<file path="config.mk">
export PLATFORM = sky130hd
export DESIGN_NAME = mem_stage
export DESIGN_NICKNAME = d
export VERILOG_FILES = /design/src/rtl/isa_pkg.sv /design/src/rtl/mem_lane_align.sv /design/src/rtl/mem_stage.sv
export SDC_FILE = /design/constraint.sdc
export NUM_CORES = 1
export LEC_CHECK = 0
export ABC_AREA = 1
export CAP_MARGIN = 15
export CORE_AREA = 2 2 123 125
export CTS_BUF_LIST = sky130_fd_sc_hd__clkbuf_8
export DETAILED_ROUTE_END_ITERATION = 12
export DIE_AREA = 0 0 125 127
export PLACE_DENSITY = 0.72
export SLEW_MARGIN = 10
export SYNTH_ARGS = -nofsm -noshare
export SYNTH_HDL_FRONTEND = slang
export SYNTH_HIERARCHICAL = 1
export SYNTH_SLANG_ARGS = --single-unit
export TNS_END_PERCENT = 5
</file>
<file path="constraint.sdc">
create_clock -name clk -period 3.3 [get_ports clk]
set_input_delay 0.33 -clock clk [delete_from_list [all_inputs] [get_ports clk]]
set_output_delay 0.33 -clock clk [all_outputs]
set_load 0.02 [all_outputs]
</file>
<file path="src/rtl/isa_pkg.sv">
// Shared RV32I pipeline encodings: write-back source codes, load/store size codes, MEM FSM states.
package isa_pkg;

  localparam int unsigned XLEN = 32;

  localparam logic [2:0] WB_ALU    = 3'b000;
  localparam logic [2:0] WB_LOAD   = 3'b001;
  localparam logic [2:0] WB_PCNEXT = 3'b010;
  localparam logic [2:0] WB_IMM    = 3'b011;
  localparam logic [2:0] WB_AUIPC  = 3'b100;

  localparam logic [2:0] SZ_B  = 3'b000;
  localparam logic [2:0] SZ_H  = 3'b001;
  localparam logic [2:0] SZ_W  = 3'b010;
  localparam logic [2:0] SZ_BU = 3'b100;
  localparam logic [2:0] SZ_HU = 3'b101;

  typedef enum logic {
    MEM_IDLE = 1'b0,
    MEM_WAIT = 1'b1
  } mem_state_t;

endpackage

</file>
<file path="src/rtl/mem_lane_align.sv">
// Byte-lane store alignment, load extraction/extension and misalignment detection.
module mem_lane_align
  import isa_pkg::*;
(
  input  logic [1:0]      addr_lo_i,
  input  logic [2:0]      strb_i,
  input  logic [XLEN-1:0] store_data_i,
  input  logic [XLEN-1:0] load_word_i,
  output logic [3:0]      be_o,
  output logic [XLEN-1:0] wdata_o,
  output logic [XLEN-1:0] load_data_o,
  output logic            misalign_o
);

  logic [7:0]  byte_sel;
  logic [15:0] half_sel;

  assign byte_sel = load_word_i[{addr_lo_i, 3'b000} +: 8];
  assign half_sel = addr_lo_i[1] ? load_word_i[31:16] : load_word_i[15:0];

  always_comb begin
    be_o        = 4'b1111;
    wdata_o     = store_data_i;
    load_data_o = load_word_i;
    misalign_o  = 1'b0;
    case (strb_i)
      SZ_B, SZ_BU: begin
        be_o        = 4'b0001 << addr_lo_i;
        wdata_o     = {4{store_data_i[7:0]}};
        load_data_o = (strb_i == SZ_B) ? {{24{byte_sel[7]}}, byte_sel}
                                       : {24'h000000, byte_sel};
      end
      SZ_H, SZ_HU: begin
        be_o        = 4'b0011 << addr_lo_i;
        wdata_o     = {2{store_data_i[15:0]}};
        load_data_o = (strb_i == SZ_H) ? {{16{half_sel[15]}}, half_sel}
                                       : {16'h0000, half_sel};
        misalign_o  = addr_lo_i[0];
      end
      SZ_W: misalign_o = (addr_lo_i != 2'b00);
      default: ;
    endcase
  end

endmodule

</file>
<file path="src/rtl/mem_stage.sv">
// RV32I memory-access stage: ready/valid data-memory port, front-end stall, registered MEM->WB result.
module mem_stage
  import isa_pkg::*;
#(
  parameter int unsigned ADDR_W = 32
) (
  input  logic              clk,
  input  logic              rst,
  input  logic              regwrite_EX,
  input  logic              datawe_EX,
  input  logic [2:0]        wbsel_EX,
  input  logic [2:0]        strb_EX,
  input  logic [4:0]        rd_EX,
  input  logic [XLEN-1:0]   aluout_EX,
  input  logic [XLEN-1:0]   rdata2_EX,
  input  logic [XLEN-1:0]   immext_EX,
  input  logic [XLEN-1:0]   pcimmaui_EX,
  input  logic [XLEN-1:0]   pcnext_EX,
  output logic              dmem_req,
  output logic              dmem_we,
  output logic [ADDR_W-1:0] dmem_addr,
  output logic [3:0]        dmem_be,
  output logic [XLEN-1:0]   dmem_wdata,
  input  logic [XLEN-1:0]   dmem_rdata,
  input  logic              dmem_ready,
  output logic              stall_MEM,
  output logic              misalign_MEM,
  output logic              regwrite_MEM,
  output logic [4:0]        rd_MEM,
  output logic [XLEN-1:0]   wdata_MEM
);

  mem_state_t      state_q, state_d;
  logic            mem_op, misalign, valid_op;
  logic [XLEN-1:0] load_data, wb_value;
  logic            regwrite_q, regwrite_d;
  logic [4:0]      rd_q, rd_d;
  logic [XLEN-1:0] wdata_q, wdata_d;
  logic            misalign_q, misalign_d;

  assign mem_op   = datawe_EX | (wbsel_EX == WB_LOAD);
  assign valid_op = mem_op & ~misalign;

  mem_lane_align u_align (
    .addr_lo_i    (aluout_EX[1:0]),
    .strb_i       (strb_EX),
    .store_data_i (rdata2_EX),
    .load_word_i  (dmem_rdata),
    .be_o         (dmem_be),
    .wdata_o      (dmem_wdata),
    .load_data_o  (load_data),
    .misalign_o   (misalign)
  );

  // EX/MEM is frozen while stalled, so address/data stay stable through WAIT.
  assign dmem_addr = ADDR_W'({aluout_EX[31:2], 2'b00});
  assign dmem_we   = dmem_req & datawe_EX;

  always_comb begin
    case (wbsel_EX)
      WB_LOAD:   wb_value = load_data;
      WB_PCNEXT: wb_value = pcnext_EX;
      WB_IMM:    wb_value = immext_EX;
      WB_AUIPC:  wb_value = pcimmaui_EX;
      default:   wb_value = aluout_EX;
    endcase
  end

  // Next-state, request/stall generation and MEM->WB next values.
  always_comb begin
    state_d    = state_q;
    dmem_req   = 1'b0;
    stall_MEM  = 1'b0;
    regwrite_d = regwrite_EX & ~datawe_EX & (rd_EX != 5'd0);
    rd_d       = rd_EX;
    wdata_d    = wb_value;
    misalign_d = mem_op & misalign;
    case (state_q)
      MEM_IDLE: begin
        if (valid_op) begin
          dmem_req = 1'b1;
          if (!dmem_ready) begin
            stall_MEM = 1'b1;
            state_d   = MEM_WAIT;
          end
        end
      end
      MEM_WAIT: begin
        dmem_req = 1'b1;
        if (dmem_ready) state_d = MEM_IDLE;
        else            stall_MEM = 1'b1;
      end
      default: state_d = MEM_IDLE;
    endcase
    if (stall_MEM || misalign_d) begin
      regwrite_d = 1'b0;
      rd_d       = 5'd0;
      wdata_d    = wdata_q;
    end
    if (rst) begin
      state_d   = MEM_IDLE;
      dmem_req  = 1'b0;
      stall_MEM = 1'b0;
    end
  end

  always_ff @(posedge clk) begin
    if (rst) begin
      state_q    <= MEM_IDLE;
      regwrite_q <= 1'b0;
      rd_q       <= 5'd0;
      wdata_q    <= '0;
      misalign_q <= 1'b0;
    end else begin
      state_q    <= state_d;
      regwrite_q <= regwrite_d;
      rd_q       <= rd_d;
      wdata_q    <= wdata_d;
      misalign_q <= misalign_d;
    end
  end

  assign regwrite_MEM = regwrite_q;
  assign rd_MEM       = rd_q;
  assign wdata_MEM    = wdata_q;
  assign misalign_MEM = misalign_q;

endmodule
</file>
==> metrics.yaml, run 1 <==
run_status:
  status: "finished clean"
setup_path:
  reg2regPathDepth: 8
  path_buf_inv: 8
  end_kind: "output pin"
  crit_type: "in -> out"
  cp_slowest_cell: "clkdlybuf4s50_1"
  reg2reg_to: "wdata_MEM[21]"
  path_delay_family: "buffers and inverters"
  arrival_ps: 2490
  rr_startpoint: "state_q"
  cp_cell_sequence: "clkdlybuf4s50_1, inv_2, nor2_1, inv_1, o21ai_0, buf_4, inv_1, nand2_1, nand2_1, nand2_1, inv_1, nand2_1, inv_1, clkdlybuf4s50_1"
  startpoint_type: "primary input"
  ff2ff_setup_slack_ps: 1870
  cp.required_ps: 2970
  max_stage_delay_ps: 520
  crit_fanout: 7
final_layout:
  area_growth_pct: 70.5
  seqCellArea_um2: 801
  antenna_cells: 0
  fillers: 1494
  multi_input_area_um2: 2680
  nets: 1328
  drive_gt1_frac: 0.0419
  design_area_um2: 7490
route:
  drtIter0Drc: 313
  vias: 5892
  totalWireLength_um: 19200
  dr.pass1.iters: 7
  drc: 0
  routed_via_density: 4.51
  postRouteAntennaNets: 0
  wl_per_cell_um: 14.7
grt:
  grt_pass1_vias: 5666
  grtUsageTotal: 0.232
  grt_first_pass_wirelength_um: 29700
  antenna_found_initial: 0
  grt_max_degree: 65
  grt.overflow.total: 0
cts:
  numCtsBuffers: 5
  postCtsSetupBuffers: 0
  clk_latency_ps: 300
  postCtsResizedCells: 0
  root_buffer: "clkbuf_8"
  cts.sinks: 40
  cts.path.max_buffers: 2
  cts_tree: "yes"
  cts_hold_buf: 0
  path_clk_slew_ps: 80
  htreeDepth: 2
timing:
  setup_tns_ps: 0
  fmax_mhz: 355
  worst_pin_slew_ps: 622
  min_period_ps: 2820
  worst_slack_ps: 484
  fin_worst_skew_ps: 7.50
  rsz0062_at_grt: "false"
  final-setup-viol-count: 0
  final_max_slew_viol_count: 0
  fin_crit_sh: 0.853
  hold_viol_final: 0
  maxSlewHeadroom: 0.585
pwr:
  p_sw_w: 0.000762
  swShare: 0.371
  p_leak_nw: 3.66
  sequentialPowerShare: 0.271
  combinationalPowerShare: 0.522
  p_int_w: 0.00129
  peakVddDrop_v: 0.000159
  p_per_area_nw_per_um2: 274
  clock_power_share: 0.208
floorplanning:
  die_h_um: 127
  coreArea_um2: 14400
  die_w_um: 125
  start_util: 0.305
  ioPinCount: 318
  rows: 44
  fp.dieArea_um2: 15900
yosys:
  ys_types: 27
  yosys.area.top_type_share: 0.326
  seq_area_frac_synth: 0.182
  syn_inst: 866
  syn_area_um2: 4390
  yosysTopAreaCell: "nand2_1"
  yosys-top-cells-area: "nand2_1 (33%), dfxtp_1 (18%), nor2_1 (9.4%), inv_1 (8.3%), buf_4 (7.7%)"
  ys.warnings.count: 6
  syn_area_per_cell_um2: 5.07
  synth_seq_cells: 40
placed_design:
  gp_congestion: 0.914
  dp_hpwl_um: 15500
  numPortBuffers: 315
  post-place-ws_ps: 461
  post_dp_cell_area_um2: 7380
job:
  drv_cap: 0
worst_hold_path:
  hold_path_depth: 4
  min_delay_worst_endpoint: "wdata_MEM[15]"
  hp-start: "wdata_MEM[15]"
  hold_class: "reg -> reg"
layout make-up:
| class | instances | share of cell area |
|---|---|---|
| clock buffers | 5 | 0.00919 |
| inverters | 104 | 0.0521 |
| multi-input cells | 639 | 0.358 |
| well taps | 184 | 0.0307 |
| clock inverters | 3 | 0.00618 |
| flip-flops and latches | 40 | 0.107 |
| repair buffers | 330 | 0.437 |
worst max-delay path by stage:
stage	startpoint	endpoint	slack, ps	cells after the start
after floorplan	strb_EX[0]	dmem_we	1590	11
after global placement	strb_EX[0]	dmem_we	520	14
after detailed placement	strb_EX[0]	dmem_we	460	14
after CTS	strb_EX[0]	dmem_we	460	14
after global routing	strb_EX[0]	dmem_we	330	14
final	strb_EX[0]	dmem_we	480	14
cell usage in the layout (no fill, tap or decap), types with 5 or more instances in the layout:
cell             count
inv_1               97
nand2_1            382
nand3_1             61
nand3_2              8
dfxtp_1             40
buf_4               14
nor2_1             109
inv_2                6
o21ai_0             30
o211ai_1             6
clkbuf_8             5
o21ai_1             25
clkdlybuf4s50_1    314
logic make-up after synthesis:
logic type | Yosys count | synth area share
flops | 40 | 0.182
compound gates | 66 | 0.0795
buf+inv | 188 | 0.212
other cells | 1 | 0.000854
simple gates | 571 | 0.525
through the flow:
stage / power (W) / std cells / utilization / hold WS [ps]
after floorplan: 0.00110 / 867 / - / 402
after global placement: 0.00163 / 1297 / 0.511 / 497
after detailed placement: 0.00164 / 1297 / 0.511 / 498
after CTS: 0.00207 / 1305 / 0.519 / 514
after global routing: 0.00219 / 1305 / 0.519 / 541
final: 0.00205 / 1305 / 0.519 / 514
registers in the layout, indices dropped and copies added (netlist names):
signal        flops
misalign_MEM      1
rd_MEM            5
regwrite_MEM      1
state_q           1
wdata_MEM        32
power groups by stage:
stage	Combinational (W)	Sequential [W]	Clock [W]
CTS	0.00108	0.000556	0.000441
global placement	0.00107	0.000565	0
detailed placement	0.00107	0.000568	0
global route	0.00117	0.000563	0.000456
floorplan	0.000471	0.000629	0
finish	0.00107	0.000556	0.000426
cell usage after synthesis, drive strengths merged:
master,count
nand2,386
nor2,111
inv,103
buf,70
nand3,69
o21ai,56
dfxtp,40
clkbuf,14
o211ai,6
a21oi,3
nor3,2
or2,2
clkinv,1
conb,1
nand4,1
o311ai,1
per-layer routing:
layer,global-route usage,vias to the layer above,wire length (um),share of wire
met4,0.0575,0,379,0.020
li1,-,3081,-,-
met3,0.0343,21,1250,0.065
met2,0.421,236,9410,0.49
met5,0,-,0,0
met1,0.290,2554,8150,0.42
worst reg2reg max path: cells and delay by family, from the launching register on:
family | cells | cell delay, ps
AND/OR/NAND/NOR | 6 | 470
buffers and inverters | 2 | 540
flip-flops | 1 | 320
Note: power is estimated with default switching activity, not from simulation.
==> run 2, diff against run 1 <==
Settings changed: CORE_AREA 2 2 123 125 to 2 2 122 124, DIE_AREA 0 0 125 127 to 0 0 124 126, DONT_BUFFER_PORTS set to 1, PLACE_DENSITY 0.72 to unset.
Clock period 3.3 ns to 3.2 ns, I/O delays scaled along.
==> metrics.yaml, run 2 (same netlist as run 1, synthesis figures left out) <==
pwr:
  p_per_area_nw_per_um2: 367  # +34%
  swShare: 0.406  # +0.0347
  p_sw_w: 0.000643  # -16%
  clock_power_share: 0.278  # +0.070
  combinationalPowerShare: 0.311  # -0.211
  p_leak_nw: 2.42  # -34%
  sequentialPowerShare: 0.411  # +0.140
  peakVddDrop_v: 0.000162  # +2.3%
  p_int_w: 0.000942  # -27%
floorplanning:
  start_util: 0.307  # +0.00234
  fp.dieArea_um2: 15600  # -1.6%
  die_w_um: 124  # -0.80%
  rows: 44  # unchanged
  ioPinCount: 318  # unchanged
  die_h_um: 126  # -0.79%
  coreArea_um2: 14300  # -0.76%
cts:
  cts_hold_buf: 0  # unchanged
  clk_latency_ps: 300  # about the same
  postCtsSetupBuffers: 0  # unchanged
  postCtsResizedCells: 0  # unchanged
  path_clk_slew_ps: 90  # about the same
  htreeDepth: 2  # unchanged
  cts_tree: "yes"
  numCtsBuffers: 5  # unchanged
  cts.path.max_buffers: 2  # unchanged
  cts.sinks: 40  # unchanged
  root_buffer: "clkbuf_8"
route:
  routed_via_density: 4.82  # +6.8%
  dr.pass1.iters: 5  # -2
  drc: 0  # unchanged
  totalWireLength_um: 16700  # -13%
  wl_per_cell_um: 17.0  # +16%
  vias: 4753  # -19%
  drtIter0Drc: 316  # +0.96%
  postRouteAntennaNets: 0  # unchanged
setup_path:
  startpoint_type: "primary input"
  cp.required_ps: 3400  # +430 ps
  end_kind: "flop"
  cp_slowest_cell: "o21ai_0"
  max_stage_delay_ps: 400  # -120 ps
  arrival_ps: 2270  # -220 ps
  crit_fanout: 42  # +35
  crit_type: "in -> reg"
  cp_cell_sequence: "inv_2, nor2_1, buf_4, inv_1, o21ai_0, inv_1, nand2_1, nand2_1, nand2_1, nand2_2, buf_12, nor2_1, nor2_1"
placed_design:
  dp_cells: 978  # -25%
  numPortBuffers: 0  # -100%
  post-place-ws_ps: 745  # +284 ps
  dp_hpwl_um: 13500  # -13%
  post_dp_cell_area_um2: 4200  # -43%
  gp_congestion: 0.834  # -8.7%
final_layout:
  drive_gt1_frac: 0.0524  # +0.0104
  fillers: 1672  # +12%
  area_growth_pct: -1.79
  antenna_cells: 0  # unchanged
  final_common_cell: "nand2_1"
  final_cell_mix: "nand2_1 (382), nor2_1 (109), inv_1 (97)"
  finalNonFillerCells: 986  # -24%
  nets: 1009  # -24%
  design_area_um2: 4310  # -42%
  largest_reg_flops: 32  # unchanged
grt:
  antenna_found_initial: 0  # unchanged
  grt_pass1_vias: 4389  # -23%
  grt_first_pass_wirelength_um: 24500  # -18%
  grtUsageTotal: 0.206  # -0.0260
  grt.overflow.total: 0  # unchanged
  grt_max_degree: 49  # -25%
timing:
  worst_pin_slew_ps: 698  # +75.7 ps
  hold_viol_final: 0  # unchanged
  min_period_ps: 2070
  fin_crit_sh: 0.646
  fin_worst_skew_ps: 7.29  # -0.208 ps
  rsz0062_at_grt: "false"
  maxSlewHeadroom: 0.530  # -0.0554
  worst_slack_ps: 1130  # +649 ps
  fmax_mhz: 484
  setup_tns_ps: 0  # unchanged
  final_max_slew_viol_count: 0  # unchanged
  final-setup-viol-count: 0  # unchanged
run_status:
  status: "finished clean"
worst_hold_path:
  hold_class: "in -> reg"
job:
  drv_cap: 0  # unchanged
==> run 2: cell count changes in the layout (fill, tap and decap cells not counted) <==
cell / change
buf_2: -1
clkdlybuf4s50_1: -314
buf_4: -4
==> run 2: per-layer routing <==
metal  share of wire  vias up  track usage
met1            0.40     2085        0.238
li1                -     2435            -
met4           0.019        0       0.0529
met3           0.085       18       0.0512
met2            0.50      215        0.375
met5               0        -            0
==> run 2: worst max-delay path, delay by kind of cell <==
family	cells	cell delay, ps
buffers and inverters	5	760
AND/OR/NAND/NOR	7	780
AO/OA/AOI/OAI	1	400
==> run 2: through the flow <==
step	utilization	total power (W)	hold WS (ps)
5_1_grt	0.301	0.00170	65.4
2_1_floorplan	-	0.00113	392
4_1_cts	0.301	0.00160	70.6
3_5_place_dp	0.293	0.00116	403
3_3_place_gp	0.293	0.00116	401
6_report	0.301	0.00159	84.7
==> run 2: cell type report <==
cell class	instances	area, um^2	share of cell area
multi-input cells	639	2680	0.622
repair buffers	11	95.1	0.0220
inverters	104	390	0.0905
well taps	184	230	0.0534
clock inverters	3	46.3	0.0107
flip-flops and latches	40	801	0.186
clock buffers	5	68.8	0.0160
==> run 2: final timing paths <==
check / to / slack [ps] / cells after the start / startpoint
min reg2reg: wdata_MEM[19] / 620 / 4 / wdata_MEM[19]
max reg2reg: wdata_MEM[20] / 1800 / 8 / state_q
min: misalign_MEM / 80 / 1 / rst
max: wdata_MEM[24] / 1130 / 13 / strb_EX[0]
==> run 2: power groups by stage <==
stage / clock [W] / sequential (W) / combinational [W]
floorplan: 0 / 0.000649 / 0.000486
global placement: 0 / 0.000664 / 0.000491
detailed placement: 0 / 0.000664 / 0.000496
CTS: 0.000452 / 0.000652 / 0.000498
global route: 0.000471 / 0.000657 / 0.000570
finish: 0.000441 / 0.000652 / 0.000492
